===== src/rtl/sprite_mover_pkg.sv =====
`default_nettype none
// ============================================================================
// Module   : sprite_pkg
// Brief    : Shared types, display defaults and axis-step helpers for the
//            sprite mover and renderer.
// Revision : 1.0 - initial release
// ============================================================================
package sprite_pkg;

    typedef logic [10:0] coord_t;

    typedef enum logic [1:0] {
        WAIT   = 2'd0,
        CALC   = 2'd1,
        COMMIT = 2'd2
    } state_t;

    typedef struct packed {
        coord_t pos;
        logic   dir;   // 1 = moving towards larger coordinates
    } axis_t;

    localparam int unsigned c_h_active = 640;
    localparam int unsigned c_v_active = 480;
    localparam int unsigned c_sprite_w = 32;
    localparam int unsigned c_sprite_h = 32;

    // Bounce step; all math is 12-bit so wrap-around cannot hide an overshoot.
    function automatic axis_t axis_auto(input coord_t pos, input logic dir,
                                        input logic [11:0] step,
                                        input logic [11:0] lim);
        axis_t       res;
        logic [11:0] w_pos;
        logic [11:0] w_sum;
        logic [11:0] w_dif;
        w_pos = {1'b0, pos};
        w_sum = w_pos + step;
        w_dif = w_pos - step;
        res   = '{pos: pos, dir: dir};
        if (dir) begin
            if (w_sum >= lim) res = '{pos: lim[10:0], dir: 1'b0};
            else              res = '{pos: w_sum[10:0], dir: 1'b1};
        end else begin
            if (w_pos <= step) res = '{pos: 11'd0, dir: 1'b1};
            else               res = '{pos: w_dif[10:0], dir: 1'b0};
        end
        return res;
    endfunction

    function automatic coord_t axis_manual(input coord_t pos, input logic dec,
                                           input logic inc,
                                           input logic [11:0] step,
                                           input logic [11:0] lim);
        coord_t      res;
        logic [11:0] w_pos;
        logic [11:0] w_sum;
        logic [11:0] w_dif;
        w_pos = {1'b0, pos};
        w_sum = w_pos + step;
        w_dif = w_pos - step;
        res   = pos;
        if (dec && !inc) begin
            res = (w_pos < step) ? 11'd0 : w_dif[10:0];
        end else if (inc && !dec) begin
            res = (w_sum > lim) ? lim[10:0] : w_sum[10:0];
        end
        return res;
    endfunction

endpackage
`default_nettype wire


===== src/rtl/sprite_mover_if.sv =====
`default_nettype none
// ============================================================================
// Module   : sprite_mover_if
// Brief    : Control inputs and per-frame sprite outputs of the sprite mover.
//            SPRITE_MOVER_PAUSE_EN adds the pause input.
// Revision : 1.0 - initial release
// ============================================================================
interface sprite_mover_if;
    import sprite_pkg::*;

    logic        frame_tick;
    logic        mode;
    logic [3:0]  btn;        // {up, down, left, right}
`ifdef SPRITE_MOVER_PAUSE_EN
    logic        pause;
`endif
    coord_t      POSX;
    coord_t      POSY;
    logic [1:0]  per;

    modport master (
`ifdef SPRITE_MOVER_PAUSE_EN
        output pause,
`endif
        output frame_tick, mode, btn,
        input  POSX, POSY, per
    );

    modport slave (
`ifdef SPRITE_MOVER_PAUSE_EN
        input  pause,
`endif
        input  frame_tick, mode, btn,
        output POSX, POSY, per
    );

endinterface
`default_nettype wire


===== src/rtl/sprite_mover_btn_sync.sv =====
`default_nettype none
// ============================================================================
// Module   : btn_sync
// Brief    : Parameterized-width two-flop synchronizer, async active-low reset.
// Revision : 1.0 - initial release
// ============================================================================
module btn_sync #(
    parameter int WIDTH = 4
) (
    input  wire logic             clk,
    input  wire logic             rst_n,
    input  wire logic [WIDTH-1:0] d,
    output logic      [WIDTH-1:0] q
);

    logic [WIDTH-1:0] r_meta;
    logic [WIDTH-1:0] r_sync;

    always_ff @(posedge clk or negedge rst_n) begin
        if (!rst_n) begin
            r_meta <= '0;
            r_sync <= '0;
        end else begin
            r_meta <= d;
            r_sync <= r_meta;
        end
    end

    assign q = r_sync;

endmodule
`default_nettype wire


===== src/rtl/sprite_mover.sv =====
`default_nettype none
// ============================================================================
// Module   : sprite_mover
// Brief    : Per-frame sprite position/animation control (auto bounce or
//            buttons). SPRITE_MOVER_PAUSE_EN enables the pause input.
// Revision : 1.0 - initial release
// ============================================================================
module sprite_mover
    import sprite_pkg::*;
#(
    parameter int unsigned H_ACTIVE = c_h_active,
    parameter int unsigned V_ACTIVE = c_v_active,
    parameter int unsigned SPRITE_W = c_sprite_w,
    parameter int unsigned SPRITE_H = c_sprite_h,
    parameter int unsigned STEP     = 2,
    parameter int unsigned ANIM_DIV = 8,
    parameter int unsigned X_INIT   = 304,
    parameter int unsigned Y_INIT   = 224
) (
    input  wire logic       clk,
    input  wire logic       rst_n,
    sprite_mover_if.slave   bus
);

    localparam logic [11:0] c_x_max  = 12'(H_ACTIVE - SPRITE_W);
    localparam logic [11:0] c_y_max  = 12'(V_ACTIVE - SPRITE_H);
    localparam logic [11:0] c_step   = 12'(STEP);
    localparam coord_t      c_x_init = 11'(X_INIT);
    localparam coord_t      c_y_init = 11'(Y_INIT);
    localparam int          c_anim_w = (ANIM_DIV > 1) ? $clog2(ANIM_DIV) : 1;
    localparam logic [c_anim_w-1:0] c_anim_last = c_anim_w'(ANIM_DIV - 1);

`ifdef SPRITE_MOVER_PAUSE_EN
    localparam int c_sync_w = 5;
    logic [c_sync_w-1:0] w_sync_in;
    assign w_sync_in = {bus.pause, bus.btn};
`else
    localparam int c_sync_w = 4;
    logic [c_sync_w-1:0] w_sync_in;
    assign w_sync_in = bus.btn;
`endif

    logic [c_sync_w-1:0] w_sync_out;

    btn_sync #(.WIDTH(c_sync_w)) u_btn_sync (
        .clk   (clk),
        .rst_n (rst_n),
        .d     (w_sync_in),
        .q     (w_sync_out)
    );

    state_t               r_state, w_next_state;
    logic [3:0]           r_btn_l;
    logic                 r_mode_l;
    logic                 r_pause_l;
    coord_t               r_posx, r_posy, r_sh_x, r_sh_y;
    logic                 r_dir_x, r_dir_y, r_sh_dir_x, r_sh_dir_y;
    logic [1:0]           r_per, r_sh_per;
    logic [c_anim_w-1:0]  r_anim, r_sh_anim;

    axis_t                w_ax, w_ay;
    logic                 w_advance;
    logic [1:0]           w_nper;
    logic [c_anim_w-1:0]  w_nanim;
    logic                 w_pause_now;

`ifdef SPRITE_MOVER_PAUSE_EN
    assign w_pause_now = w_sync_out[4];
`else
    assign w_pause_now = 1'b0;
`endif

    always_ff @(posedge clk or negedge rst_n) begin
        if (!rst_n) r_state <= WAIT;
        else        r_state <= w_next_state;
    end

    always_comb begin
        w_next_state = r_state;
        unique case (r_state)
            WAIT:    if (bus.frame_tick) w_next_state = CALC;
            CALC:    w_next_state = COMMIT;
            COMMIT:  w_next_state = WAIT;
            default: w_next_state = WAIT;
        endcase
    end

    // Next-frame values derived from committed state and the latched inputs.
    always_comb begin
        w_ax      = '{pos: r_posx, dir: r_dir_x};
        w_ay      = '{pos: r_posy, dir: r_dir_y};
        w_advance = 1'b1;
        w_nanim   = r_anim;
        w_nper    = r_per;
        if (r_mode_l) begin
            w_ax.pos  = axis_manual(r_posx, r_btn_l[1], r_btn_l[0], c_step, c_x_max);
            w_ay.pos  = axis_manual(r_posy, r_btn_l[3], r_btn_l[2], c_step, c_y_max);
            w_advance = (w_ax.pos != r_posx) || (w_ay.pos != r_posy);
        end else begin
            w_ax = axis_auto(r_posx, r_dir_x, c_step, c_x_max);
            w_ay = axis_auto(r_posy, r_dir_y, c_step, c_y_max);
        end
        if (w_advance) begin
            if (r_anim == c_anim_last) begin
                w_nanim = '0;
                w_nper  = r_per + 2'd1;
            end else begin
                w_nanim = r_anim + 1'b1;
            end
        end
        if (r_pause_l) begin
            w_ax    = '{pos: r_posx, dir: r_dir_x};
            w_ay    = '{pos: r_posy, dir: r_dir_y};
            w_nanim = r_anim;
            w_nper  = r_per;
        end
    end

    always_ff @(posedge clk or negedge rst_n) begin
        if (!rst_n) begin
            r_btn_l    <= '0;
            r_mode_l   <= 1'b0;
            r_pause_l  <= 1'b0;
            r_posx     <= c_x_init;
            r_posy     <= c_y_init;
            r_dir_x    <= 1'b1;
            r_dir_y    <= 1'b1;
            r_per      <= '0;
            r_anim     <= '0;
            r_sh_x     <= c_x_init;
            r_sh_y     <= c_y_init;
            r_sh_dir_x <= 1'b1;
            r_sh_dir_y <= 1'b1;
            r_sh_per   <= '0;
            r_sh_anim  <= '0;
        end else begin
            unique case (r_state)
                WAIT: begin
                    if (bus.frame_tick) begin
                        r_btn_l   <= w_sync_out[3:0];
                        r_mode_l  <= bus.mode;
                        r_pause_l <= w_pause_now;
                    end
                end
                CALC: begin
                    r_sh_x     <= w_ax.pos;
                    r_sh_y     <= w_ay.pos;
                    r_sh_dir_x <= w_ax.dir;
                    r_sh_dir_y <= w_ay.dir;
                    r_sh_per   <= w_nper;
                    r_sh_anim  <= w_nanim;
                end
                COMMIT: begin
                    r_posx  <= r_sh_x;
                    r_posy  <= r_sh_y;
                    r_dir_x <= r_sh_dir_x;
                    r_dir_y <= r_sh_dir_y;
                    r_per   <= r_sh_per;
                    r_anim  <= r_sh_anim;
                end
                default: ;
            endcase
        end
    end

    assign bus.POSX = r_posx;
    assign bus.POSY = r_posy;
    assign bus.per  = r_per;

endmodule
`default_nettype wire


===== src/flat_wrapper.sv =====
// flat-port wrapper written by rule: the top's interface ports become plain ports
module sprite_mover_flat import sprite_pkg::*;
#(
    parameter int unsigned H_ACTIVE = c_h_active,
    parameter int unsigned V_ACTIVE = c_v_active,
    parameter int unsigned SPRITE_W = c_sprite_w,
    parameter int unsigned SPRITE_H = c_sprite_h,
    parameter int unsigned STEP     = 2,
    parameter int unsigned ANIM_DIV = 8,
    parameter int unsigned X_INIT   = 304,
    parameter int unsigned Y_INIT   = 224
)
  (clk, rst_n, bus_frame_tick, bus_mode, bus_btn, bus_POSX, bus_POSY, bus_per);
  sprite_mover_if bus_i ();
  input  wire logic clk;
  input  wire logic rst_n;
  input wire logic [$bits(bus_i.frame_tick)-1:0] bus_frame_tick;
  input wire logic [$bits(bus_i.mode)-1:0] bus_mode;
  input wire logic [$bits(bus_i.btn)-1:0] bus_btn;
  output wire logic [$bits(bus_i.POSX)-1:0] bus_POSX;
  output wire logic [$bits(bus_i.POSY)-1:0] bus_POSY;
  output wire logic [$bits(bus_i.per)-1:0] bus_per;
  assign bus_i.frame_tick = bus_frame_tick;
  assign bus_i.mode = bus_mode;
  assign bus_i.btn = bus_btn;
  assign bus_POSX = bus_i.POSX;
  assign bus_POSY = bus_i.POSY;
  assign bus_per = bus_i.per;
  sprite_mover #(.H_ACTIVE(H_ACTIVE), .V_ACTIVE(V_ACTIVE), .SPRITE_W(SPRITE_W), .SPRITE_H(SPRITE_H), .STEP(STEP), .ANIM_DIV(ANIM_DIV), .X_INIT(X_INIT), .Y_INIT(Y_INIT)) u_core (.clk(clk), .rst_n(rst_n), .bus(bus_i));
endmodule

===== config.mk =====
export PLATFORM = sky130hd
export DESIGN_NAME = sprite_mover_flat
export DESIGN_NICKNAME = d
export VERILOG_FILES = /design/src/rtl/sprite_mover_pkg.sv /design/src/rtl/sprite_mover_if.sv /design/src/rtl/sprite_mover_btn_sync.sv /design/src/rtl/sprite_mover.sv /design/src/flat_wrapper.sv
export SDC_FILE = /design/constraint.sdc
export NUM_CORES = 1
export LEC_CHECK = 0
export ABC_AREA = 1
export BUFFER_PORTS_ARGS = -buffer_cell sky130_fd_sc_hd__buf_2
export CAP_MARGIN = 20
export CORE_MARGIN = 2
export CORE_UTILIZATION = 40
export DETAILED_ROUTE_END_ITERATION = 8
export HOLD_SLACK_MARGIN = 0.12
export PLACE_DENSITY = 0.68
export SYNTH_ARGS = -nofsm -noshare
export SYNTH_HDL_FRONTEND = slang
export SYNTH_HIERARCHICAL = 1
export SYNTH_SLANG_ARGS = --single-unit

===== constraint.sdc =====
create_clock -name clk -period 3.5 [get_ports clk]
set_input_delay 0.525 -clock clk [delete_from_list [all_inputs] [get_ports clk]]
set_output_delay 0.525 -clock clk [all_outputs]
set_load 0.02 [all_outputs]

**Word-level counts from Yosys, hierarchy flattened**

Cells that the tools add are included.

- ROM bits: 0
- Memory bits (writable): 0
- Word-level logic and storage cells: 75
- Bits of input ports: 8
- Memories kept: 0
- Bits in registers: 73
- Output and inout bits: 24
- Bits in latches: 0

- Divide/modulo/power cells: 0
- Shift-type cells: 0
- Add/subtract/negate cells: 6
- Bitwise logic cells: 0
- Equal/unequal tests: 6
- Magnitude comparators: 8
- Reduce and logical (&&, ||, !) cells: 11
- $mul: 0
- Multiplexer cells: 27

Operators by type and width:

| operator | number |
|---|---|
| 11-bit two-way mux | 12 |
| 12-bit two-way mux | 6 |
| 11-bit by 2-bit adder with 12-bit output, second input constant | 2 |
| 11-bit by 2-bit <= comparator with 1-bit output, second input constant | 2 |
| 11-bit by 2-bit less-than comparator with 1-bit output, second input constant | 2 |
| 11-bit inequality test | 2 |
| 11-bit by 2-bit subtractor with 11-bit output, second input constant | 2 |
| 12-bit by 10-bit greater-or-equal comparator with 1-bit output, second input constant | 1 |
| 12-bit by 9-bit greater-or-equal comparator with 1-bit output, second input constant | 1 |
| 12-bit by 10-bit > comparator with 1-bit output, second input constant | 1 |
| 12-bit by 9-bit > comparator with 1-bit output, second input constant | 1 |
| 2-bit two-way mux | 3 |
| 3-bit two-way mux | 2 |
| 1-bit logical AND | 4 |
| 1-bit zero test | 4 |
| 2-bit one-hot mux with 2 select lines | 1 |
| 3-bit by 1-bit adder with 3-bit output, second input constant | 1 |
| 3-bit == test, second input constant | 1 |
| 1-bit two-way mux | 3 |
| 2-bit by 1-bit adder with 2-bit output, second input constant | 1 |
| 2-bit by 1-bit == test with 1-bit output, second input constant | 1 |
| 2-bit == test, second input constant | 1 |
| 2-bit zero test | 1 |
| 2-bit inequality test, second input constant | 1 |
| 2 further kinds | 2 |

**Depth between registers and ports, before layout**

Gate-level depths: netlist of run 1.

- Depth in word-level cells: 10
- Depth in mapped cells: 24
- Gate-level depth less buffers: 24

**Cells and area by module**

Netlist of run 1, hierarchy kept.

Modules (own cells, without submodules):

| module | sequential area each (um^2) | area each (um^2) | cells an instance | times used |
|---|---|---|---|---|
| sprite_mover | 1646.6 | 5266.3 | 796 | 1 |
| btn_sync | 200.2 | 200.2 | 8 | 1 |

**Least setup slack after synthesis of run 1**

Ideal clock, no wire load.

- Kind: register -> register
- From: register u_core.r_posy[1] (netlist: u_core/bus.POSY[1])
- To: register u_core.r_sh_per[0]
- Required time: 3.384 ns
- Arrival time: 2.543 ns
- Slack: 0.840 ns
- Setup time: 0.116 ns
- Stages on the path, launching flop included: 23
- Period minus slack after synthesis: 2.660 ns
- Path buffers: 0
- Cell sequence: dfrtp_1 -> inv_4 -> ha_1 -> nor3_1 -> nand2_1 -> nor2_1 -> nand2_1 -> nor2_1 -> nand2_1 -> nand2_4 -> nand2_2 -> nand2_2 -> nand2_2 -> nand2_1 -> nand2_1 -> nor2_1 -> nand2_1 -> nor2_4 -> nand3_4 -> nand2_1 -> nand2_1 -> nand2_1 -> nand2_1

- Longest elaborated chain between the ends: 10
- Elaborated cells between the ends (all ways): 13
- Classes of those cells: add/sub (2); order compare (2); eq/ne (1); mux (7); reduce/logical (1)

Ends and longest elaborated chain:

| element | RTL line | RTL |
|---|---|---|
| start, declared | sprite_mover.sv:56 | `coord_t r_posx, r_posy, r_sh_x, r_sh_y;` |
| start signal, assigned | sprite_mover.sv:125 | `r_posy <= c_y_init;` |
| start signal, assigned | sprite_mover.sv:155 | `r_posy <= r_sh_y;` |
| 11-bit by 2-bit adder with 12-bit output | sprite_mover_pkg.sv:59 | `w_sum = w_pos + step;` |
| 12-bit by 9-bit > comparator with 1-bit output | sprite_mover_pkg.sv:65 | `res = (w_sum > lim) ? lim[10:0] : w_sum[10:0];` |
| 11-bit two-way mux | sprite_mover_pkg.sv:65 |  |
| 11-bit two-way mux | sprite_mover_pkg.sv:64 | `end else if (inc && !dec) begin` |
| 11-bit two-way mux | sprite_mover_pkg.sv:62 | `if (dec && !inc) begin` |
| 11-bit two-way mux | sprite_mover.sv:95 | `if (r_mode_l) begin` |
| 11-bit inequality test * | sprite_mover.sv:98 | `w_advance = (w_ax.pos != r_posx) \|\| (w_ay.pos != r_posy);` |
| 1-bit logical OR * | sprite_mover.sv:98 |  |
| 1-bit two-way mux * | sprite_mover.sv:95 |  |
| 2-bit two-way mux * | sprite_mover.sv:103 | `if (w_advance) begin` |
| end signal, assigned | sprite_mover.sv:150 | `r_sh_per <= w_nper;` |
| end, declared | sprite_mover.sv:58 | `logic [1:0] r_per, r_sh_per;` |

Mark *: on every way between the ends. The rest lies on a longest branch, timed or not. The select of a mux whose other input is x is not followed.
A chain may end at the register's enable or synchronous reset.

**Final worst setup path of run 1**

- From: register u_core.r_posy[1] (netlist: u_core/bus.POSY[1])
- To: register u_core.r_sh_per[1]

Same word-level chain as after synthesis.

==> results of run 1 <==
[cell usage after synthesis (all sizes together)]
cell type | number | area (um^2)
or2 | 3 | 18.77
dfstp | 16 | 420.4
a32oi | 1 | 8.760
ha | 8 | 100.1
o22ai | 5 | 31.28
o2111ai | 1 | 8.760
nor3 | 5 | 30.03
nand2 | 240 | 963.4
o22a | 1 | 8.760
nor4 | 1 | 6.260
o211ai | 6 | 45.04
o41ai | 1 | 8.760
mux2 | 2 | 22.52
clkinv | 4 | 15.01
o311ai | 2 | 17.52
a31oi | 7 | 43.79
dfrtp | 57 | 1426
a221o | 2 | 20.02
a21oi | 41 | 205.2
nand3b | 1 | 7.510
xor2 | 20 | 175.2
xnor2 | 2 | 17.52
nand3 | 79 | 475.5
nand4 | 10 | 62.56
inv | 81 | 306.5
buf | 17 | 110.1
a22oi | 2 | 15.01
o221ai | 2 | 17.52
o32a | 1 | 10.01
o21ai | 62 | 314.0
nor2 | 109 | 496.7
clkbuf | 15 | 57.55
[registers in the layout, summed over array words and instances, names as in the netlist, 3 cells and up]
signal and cells:
u_core/u_btn_sync/r_meta 4, u_core/bus.POSX 11, u_core/r_anim 3, u_core/bus.POSY 11, u_core/r_sh_anim 3, u_core/r_btn_l 4
u_core/u_btn_sync/q 4, u_core/r_sh_x 11, u_core/r_sh_y 11
[how the worst max path moves through the flow]
stage,start,to,slack [ns]
2_1_floorplan,u_core/bus.POSY[1],u_core/r_sh_per[0],0.84
3_3_place_gp,u_core/bus.POSY[1],u_core/r_sh_per[1],0.58
3_5_place_dp,u_core/bus.POSY[1],u_core/r_sh_per[0],0.58
4_1_cts,u_core/bus.POSY[1],u_core/r_sh_per[0],0.57
5_1_grt,u_core/bus.POSY[1],u_core/r_sh_per[1],0.16
6_report,u_core/bus.POSY[1],u_core/r_sh_per[1],0.55
[power by group]
group	total [uW]	internal [uW]	leakage (uW)	switching, uW
combinational	3120	1020	0.00190	2090
clock	966	567	0.000146	400
sequential	1730	1230	0.000846	505
total	5820	2820	0.00289	3000
[per-stage QoR]
stage          hold WS (ns)  cells  util (%)
3_3_place_gp         0.3323    987     43.19
5_1_grt              0.2691   1004     45.67
3_5_place_dp         0.3347    987     43.19
2_1_floorplan        0.2294    804         -
4_1_cts              0.2730   1003     45.52
6_report             0.2839   1004     45.67
[per-layer routing]
| layer | global-route usage, % | vias up | wire length (um) |
|---|---|---|---|
| met1 | 29.46 | 2494 | 7028 |
| li1 | - | 2658 | - |
| met4 | 8.430 | 0 | 391 |
| met3 | 4.652 | 35 | 1026 |
| met5 | 0 | - | 0 |
| met2 | 34.94 | 198 | 7068 |
[area by class of cell]
type,count,area (um^2),area share (%)
clock buffer,9,225.2,3.709
clock inverter,7,85.08,1.401
inverter,85,321.6,5.296
multi-input combinational,614,3136,51.64
sequential,73,1847,30.41
tap,176,220.2,3.627
timing repair buffer,40,237.7,3.915
[worst max-delay path, cell delays in order (launching register included)]
cell and delay, ns:
dfrtp_1 0.59, ha_1 0.30, nand2_1 0.11, nor2_2 0.19, nand3_1 0.09, nand2_1 0.15
nand2_1 0.06, nor2_1 0.12, nand2_1 0.12, nand2_4 0.11, nand2_2 0.06, nand2_2 0.07
nand2_2 0.05, nand2_1 0.06, nand2_1 0.05, nor2_1 0.09, nand2_1 0.09, nor2_4 0.19
nand3_4 0.12, nand2_1 0.07, nand2_1 0.05, nand2_1 0.05, nand2_1 0.05
[kinds of logic (layout without fill, tap and decap cells)]
group	Yosys count	in the layout
mux	2	2
flops	73	73
simple gates	448	448
xor+xnor	22	22
buf+inv	117	141
compound gates	134	134
fa+ha+maj	8	8
==> metrics.md, run 1 <==
| Metric | Value |
|---|---|
| Status | `completed` |
| Mean Syn Cell Area | `approximately 6.8 um^2` |
| PostCTS Resize Cnt | `0` |
| Vias | `about 5,400` |
| Synth cell types | `47` |
| Reg2reg start | `u_core/bus.POSY[1]` |
| Worst slew pin tran | `about 0.91 ns` |
| Final Slew Violations | `0` |
| Clock Sinks | `73` |
| Die Span X | `between 100 and 150 um` |
| Routed vias/inst | `5.364` |
| RSZ-0062 raised after global routing | `no` |
| Initial antenna violation count | `0` |
| Die ar. | `approximately 15,000 um^2` |
| Reg2reg path depth | `22` |
| Type of destination of the critical path | `flop` |
| Crit path time final | `about 3.0 ns` |
| Setup Fix Bufs, Post-CTS | `0` |
| First-pass GRT wire length | `25.27 mm` |
| Mapped Area | `between 5000 and 6000 um^2` |
| Die height | `~120 um` |
| Sum Neg Setup Slack | `0 ns` |
| Max Clock Freq | `between 0.3 and 0.4 GHz` |
| Slew headroom | `about two fifths` |
| Hold path cells | `1` |
| LEAKAGE | `0.002891 uW` |
| Synth Instances | `about 800` |
| Fin worst setup slack | `about 0.55 ns` |
| Max FO, Critical Path | `10` |
| CTS Buffer Depth | `2` |
| Final WL | `between 15 and 20 mm` |
| CTS buffer count | `9` |
| Initial Util | `roughly 41%` |
| Main combinational cell family by area after synthesis | `simple AND/OR/NAND/NOR gates` |
| GP Congestion | `about 0.94` |
| Final Instance Area | `approximately 6100 um^2` |
| DR WL/cell | `between 15 and 20 um` |
| Post-CTS Hold Buffers | `0` |
| Sequential share of the synthesized area | `roughly a third` |
| Number of antenna-violating nets in the routed design | `0` |
| Final nets | `839` |
| Endpoints failing setup | `0` |
| Post-DP Area | `between 5000 and 6000 um^2` |
| Period utilization | `between 80 and 90%` |
| Core Box Area | `between 10,000 and 15,000 um^2` |
| R2R Setup Slk | `roughly 0.55 ns` |
| Critical path required time | `about 3.7 ns` |
| Max_cap viols | `0` |
| Grt ovf | `0` |
| Arrival time worst endpoint | `about 3.2 ns` |
| Multiplexer area fraction after synthesis | `less than 1%` |
| Post-Synth XOR/XNOR Area | `3.525%` |
| Register bit total from synthesis | `73` |
| CTS root buffer | `clkbuf_16` |
| # fillers | `around 1,400` |
| Pin count of the biggest net entering global routing | `between 70 and 80` |
| Clk slew on worst S/H paths | `about 0.060 ns` |
| Hold crit path type | `in2reg` |
| GRT Util Overall | `22.04%` |
| Most common cell after layout, fill and taps aside | `nand2_1` |
| Top Ports | `32` |
| Maximum vdd drop | `approximately 0.0005 V` |
| Hold Vio Cnt, Final | `0` |
| Synthesized net count | `~800` |
| TritonCTS clock tree | `done` |
| Final HPWL DP | `11.01 mm` |
| Post-layout total power | `just under 6000 uW` |
| FF-to-FF End | `u_core/r_sh_per[1]` |
| Synth Area in Simple Gates | `37.70%` |
| Synth warnings | `6` |
| Pre-CTS WS | `approximately 0.58 ns` |
| Initial drt markers | `about 440` |
| Compound-Gate Fraction of Synth Area | `13.80%` |
| Ant diodes | `0` |
| Hold wc startpoint | `bus_btn[2]` |
| Most frequent cells in the layout | `nand2_1 (218), nor2_1 (87), inv_1 (75)` |
| Pwr dens | `around 960 nW/um^2` |
| Vias in the first global route | `5,002` |
| CP Class | `reg2reg` |
| Synth-to-Final Area Change | `11.08%` |
| Hold Path End | `u_core/u_btn_sync/r_meta[2]` |
| Worst skew pair latency | `~0.35 ns` |
| Residual DRC | `0` |
| Number of port buffers | `31` |
| H-Tree Depth | `3` |
| Worst Skew | `around 0.01 ns` |
| Crit start category | `flop` |
| DR pass1 iterations | `5` |
| # rows | `42` |
| Post-Synth Adder-Cell Area | `1.831%` |
| Layout cells sized above 1 | `between 10% and 20%` |
No activity file was read; power rests on OpenSTA's default activity.
==> run 2, diff against run 1 <==
Clock period 3.5 ns to 2.95 ns, I/O delays scaled along.
==> metrics.md, run 2 (same netlist as run 1, synthesis figures left out) <==
| Metric | Value |
|---|---|
| Status | `completed` |
| Crit path time final | `2.717 ns` |
| Clk slew on worst S/H paths | `approximately 0.06 ns` |
| Period utilization | `between 90% and 100%` |
| First-pass GRT wire length | `26.69 mm` |
| Slew headroom | `36.93%` |
| # fillers | `between 1,000 and 1,500` |
| Most common cell after layout, fill and taps aside | `nand2_1` |
| TritonCTS clock tree | `done` |
| Worst skew pair latency | `approximately 0.34 ns` |
| Layout cells sized above 1 | `23.06%` |
| CTS root buffer | `clkbuf_16` |
| Type of destination of the critical path | `flop` |
| Initial Util | `41.12%` |
| Core Box Area | `approximately 13,000 um^2` |
| Post-layout total power | `between 7000 and 8000 uW` |
| Most frequent cells in the layout | `nand2_1 (214), nor2_1 (82), inv_1 (73)` |
| Worst Skew | `around 0.0067 ns` |
| DR WL/cell | `~16 um` |
| Hold Vio Cnt, Final | `0` |
| Maximum vdd drop | `0.0005155 V` |
| Die ar. | `14,620 um^2` |
| Final HPWL DP | `around 12 mm` |
| Die height | `approximately 120 um` |
| Initial antenna violation count | `0` |
| CP Class | `reg2reg` |
| Arrival time worst endpoint | `between 2 and 3 ns` |
| Endpoints failing setup | `0` |
| Hold crit path type | `in2reg` |
| Pwr dens | `1147 nW/um^2` |
| Grt ovf | `0` |
| CP most frequent cell | `nand2_1` |
| GP Congestion | `roughly 1.0` |
| Final nets | `slightly below 900` |
| Number of antenna-violating nets in the routed design | `0` |
| CP max stage delay | `0.64 ns` |
| Pin count of the biggest net entering global routing | `74` |
| CTS buffer count | `9` |
| # rows | `42` |
| Ant diodes | `0` |
| Max Clock Freq | `0.3681 GHz` |
| Max_cap viols | `0` |
| Top delay family on crit path | `simple AND/OR/NAND/NOR gates` |
| Critical path required time | `3.18 ns` |
| Residual DRC | `0` |
| Worst slew pin tran | `about 0.94 ns` |
| Sum Neg Setup Slack | `0 ns` |
| Top Ports | `32` |
| Crit start category | `flop` |
| Vias | `~5,500` |
| Vias in the first global route | `between 5,000 and 6,000` |
| DR pass1 iterations | `5` |
| Bufs and invs on worst path | `1` |
| H-Tree Depth | `3` |
| Final WL | `about 16 mm` |
| Number of port buffers | `31` |
| Synth-to-Final Area Change | `17.51%` |
| Clock Sinks | `73` |
| GRT Util Overall | `between 20% and 30%` |
| Cell Chain, Critical Path | `nand2_1, nor2_2, nand3_1, nand2_1, nand2_1, nor2_1, nand2_2, nand2_4, nand2_2, nand2_2, nand2_1, nand2_1, nand2_1, nor2_1, nand2_1, nor2_4, buf_4, nand3_1, nand3_1, nand2_1` |
| Routed vias/inst | `5.326` |
| Die Span X | `~120 um` |
| CTS Buffer Depth | `2` |
| LEAKAGE | `0.003057 uW` |
| Initial drt markers | `422` |
| Max FO, Critical Path | `7` |
| Slowest stage cell, crit path | `dfstp_2` |
| Final Slew Violations | `0` |
-- run 2: cell types whose count changed in the layout (fill, tap and decap cells not counted), sizes merged --
cell      change
bufinv        +1
buf          +35
clkbuf        +2
clkinvlp      -1
clkinv        +2
inv           -4
-- run 2: repair_timing --
item / 4_1_cts / 5_1_grt
endpoints found under the setup margin: 0 / 5
setup buffers: 0 / 13
hold buffers: 0 / 0
resized for setup: 0 / 30
-- run 2: routing by layer --
metal | GRT usage [%] | up-vias | part of all wire, %
met2 | 37.82 | 201 | 46
met5 | 0 | - | 0
met1 | 31.43 | 2578 | 46
met4 | 8.140 | 0 | 1.9
li1 | - | 2729 | -
met3 | 3.759 | 26 | 6.1
-- run 2: area by class of cell --
class	instances	area (um^2)	share of cell area, %
Clock buffer	11	252.7	3.935
Multi-Input combinational cell	614	3203	49.86
Inverter	85	324.1	5.045
Clock inverter	5	77.57	1.208
Timing Repair Buffer	75	488.0	7.596
Sequential cell	73	1858	28.92
Tap cell	176	220.2	3.428
-- run 2: path summary, 6_finish.rpt --
kind | from | to | slack [ns] | cells after the start
worst min-delay path | bus_btn[2] | u_core/u_btn_sync/r_meta[2] | 0.20 | 1
worst max register to register | u_core/bus.POSY[5] | u_core/r_sh_anim[0] | 0.23 | 20
max in group asynchronous | rst_n | u_core/bus.POSX[7] | 2.05 | 1
min in group asynchronous | rst_n | u_core/r_sh_x[2] | 0.21 | 1
worst max-delay path | u_core/bus.POSY[5] | u_core/r_sh_anim[0] | 0.23 | 20
worst min register to register | u_core/u_btn_sync/r_meta[1] | u_core/u_btn_sync/q[1] | 0.35 | 0
-- run 2: through the flow --
stage	hold slack (ns)	instances	utilization (%)	cell area (um^2)	setup WS (ns)
after CTS	0.1883	1026	46.97	6245	0.1061
after floorplan	0.1469	804	-	5466	0.2903
after global routing	0.1860	1039	48.32	6424	-0.02450
after global placement	0.3324	1010	44.49	5914	0.1323
final	0.2004	1039	48.32	6424	0.2333
after detailed placement	0.3347	1010	44.49	5914	0.1326
-- run 2: power breakdown --
group / leakage [uW] / switching, uW / internal, uW
Combinational: 0.00206 / 2710 / 1490
Clock: 0.000162 / 433 / 783
Sequential: 0.000837 / 477 / 1470
-- run 2: worst register-to-register path, stage by stage (launching register included) --
cell,delay [ns]
dfstp_2,0.64
nand2_1,0.13
nor2_2,0.21
nand3_1,0.10
nand2_1,0.11
nand2_1,0.06
nor2_1,0.13
nand2_2,0.10
nand2_4,0.09
nand2_2,0.06
nand2_2,0.07
nand2_1,0.05
nand2_1,0.05
nand2_1,0.04
nor2_1,0.09
nand2_1,0.09
nor2_4,0.22
buf_4,0.15
nand3_1,0.07
nand3_1,0.09
nand2_1,0.05
==> run 3, diff against run 2 <==
Settings changed: PLACE_DENSITY 0.68 to 0.54.
==> metrics.md, run 3 (same netlist as run 1, synthesis figures left out) <==
| Metric | Value |
|---|---|
| Status | `completed` |
| # fillers | `1,350` |
| Met1 global-route usage | `~30%` |
| Top Ports | `32` |
| Pin count of the biggest net entering global routing | `74` |
| Initial antenna violation count | `0` |
| Critical path required time | `approximately 3.2 ns` |
| Die height | `~120 um` |
| LEAKAGE | `roughly 0.0031 uW` |
| Initial Util | `about two fifths` |
| Slowest stage cell, crit path | `dfstp_2` |
| Core Box Area | `13,300 um^2` |
| Sw frac | `51.35%` |
| Number of antenna-violating nets in the routed design | `0` |
| Clock Sinks | `73` |
| Ant diodes | `0` |
| First-pass GRT wire length | `28.06 mm` |
| Reg2reg start | `u_core/bus.POSY[5]` |
| R2R Setup Slk | `between 0.1 and 0.15 ns` |
| Vias in the first global route | `5,378` |
| H-Tree Depth | `3` |
| Vias | `5,628` |
| Min Hold Slack | `roughly 0.20 ns` |
| Worst Skew | `approximately 0.0064 ns` |
| Pint | `between 3000 and 4000 uW` |
| Reg2reg path depth | `19` |
| Worst skew pair latency | `0.34 ns` |
| Max FO, Critical Path | `7` |
| CP most frequent cell | `nand2_1` |
| DR WL/cell | `around 17 um` |
| Max Clock Freq | `0.3539 GHz` |
| Die ar. | `14,620 um^2` |
| CTS root buffer | `clkbuf_16` |
| Crit start category | `flop` |
| Final HPWL DP | `roughly 13 mm` |
| Number of port buffers | `31` |
| Comb power frac | `60.1%` |
| FF-to-FF End | `u_core/r_sh_per[0]` |
| TritonCTS clock tree | `done` |
| Routed vias/inst | `between 5 and 6` |
| Synth-to-Final Area Change | `19.62%` |
| Crit path time final | `~2.8 ns` |
| Final nets | `slightly below 900` |
| Maximum vdd drop | `0.0005355 V` |
| Layout cells sized above 1 | `between 20% and 30%` |
| GP Congestion | `a little under 1` |
| Initial drt markers | `425` |
| Type of destination of the critical path | `flop` |
| Pwr dens | `~1100 nW/um^2` |
| Clock share of power | `a little over an eighth` |
| Hold Path End | `u_core/u_btn_sync/r_meta[2]` |
| GRT Util Overall | `about 25%` |
| CTS Buffer Depth | `2` |
| Hold wc startpoint | `bus_btn[2]` |
| Routing usage on met3 | `~5.2%` |
| Sum Neg Setup Slack | `0 ns` |
| Global route hottest layer | `met2` |
| # rows | `between 40 and 50` |
| Hold Vio Cnt, Final | `0` |
| CP max stage delay | `0.66 ns` |
| Hold crit path type | `in2reg` |
| M2 GR Usage | `approximately two fifths` |
| Die Span X | `around 120 um` |
| Endpoints failing setup | `0` |
| Residual DRC | `0` |
| Switching power | `between 3000 and 4000 uW` |
| Most frequent cells in the layout | `nand2_1 (203), nor2_1 (75), inv_1 (73)` |
| CTS buffer count | `9` |
| CP Class | `reg2reg` |
| DR pass1 iterations | `4` |
| Cell Chain, Critical Path | `nand2_2, nor2_2, nand3_1, nand2_1, nand3_1, nor2_1, nand4_1, nand2_1, nand2_1, nand2_1, nand2_1, nor2_1, nand3_1, nor2_2, nand3_4, nand2_2, nand2_1, nand2_1, nand2_1` |
| Slew headroom | `32.15%` |
| Max_cap viols | `0` |
| Grt ovf | `0` |
| Post-CTS Hold Buffers | `0` |
| Arrival time worst endpoint | `~3.1 ns` |
| Period utilization | `95.78%` |
| Most common cell after layout, fill and taps aside | `nand2_1` |
| Final WL | `between 15 and 20 mm` |
| Worst slew pin tran | `~1.0 ns` |
| Clk slew on worst S/H paths | `about 0.06 ns` |
| Hold path cells | `1` |
| Reg power frac | `26.3%` |
| Final Slew Violations | `0` |
-- run 3: cell count changes in the layout (fill, tap and decap cells not counted), sizes merged --
cell      delta
clkinv       +1
bufinv       -2
buf          +6
clkinvlp     +1
-- run 3: worst max path at each step --
stage / startpoint / to / slack [ns] / cells after the start
4_1_cts: u_core/bus.POSY[1] / u_core/r_sh_per[0] / 0.08 / 22
3_3_place_gp: u_core/bus.POSY[1] / u_core/r_sh_per[1] / 0.16 / 20
2_1_floorplan: u_core/bus.POSY[1] / u_core/r_sh_per[0] / 0.29 / 22
3_5_place_dp: u_core/bus.POSY[1] / u_core/r_sh_per[0] / 0.08 / 22
5_1_grt: u_core/bus.POSY[5] / u_core/r_sh_per[0] / -0.05 / 21
6_report: u_core/bus.POSY[5] / u_core/r_sh_per[0] / 0.12 / 19
-- run 3: critical path: cells and delay by family (launching register included) --
family / cells / cell delay, ns
flops: 1 / 0.66
simple gates: 19 / 2.03
-- run 3: metal layers --
metal  up-vias  part of all wire [%]
li1       2733                     -
met1      2650                    43
met2       178                    46
met3        67                   4.4
met4         0                   6.0
met5         -                     0
-- run 3: timing repair --
item / CTS / global route
setup endpoints to repair: 0 / 5
endpoints found under the hold margin: 0 / 0
setup buffers: 0 / 14
resized for setup: 0 / 62
-- run 3: power groups by stage --
stage / clock, uW / combinational (uW) / sequential [uW]
floorplan: 0 / 2800 / 1900
global placement: 0 / 4040 / 1950
detailed placement: 0 / 4060 / 1960
CTS: 1030 / 4080 / 1950
global route: 1080 / 4940 / 2010
finish: 1010 / 4470 / 1960
-- run 3: area by class of cell --
cell class              count  area [um^2]  area share [%]
flip-flops and latches     73         1856           28.38
clock inverters             5        33.78          0.5166
inverters                  85        326.6           4.994
multi-input cells         614         3324           50.84
clock buffers              11        232.7           3.559
repair buffers             81        545.5           8.343
well taps                 176        220.2           3.368
-- run 3: through the flow --
stage	std cells	instance area (um^2)	worst slack (ns)	utilization, %	power [uW]
floorplan	804	5466	0.2903	-	4706
global placement	1015	5952	0.1646	44.77	5996
detailed placement	1015	5952	0.08276	44.77	6021
CTS	1031	6218	0.07531	46.77	7062
global route	1045	6539	-0.04714	49.18	8033
finish	1045	6539	0.1244	49.18	7429
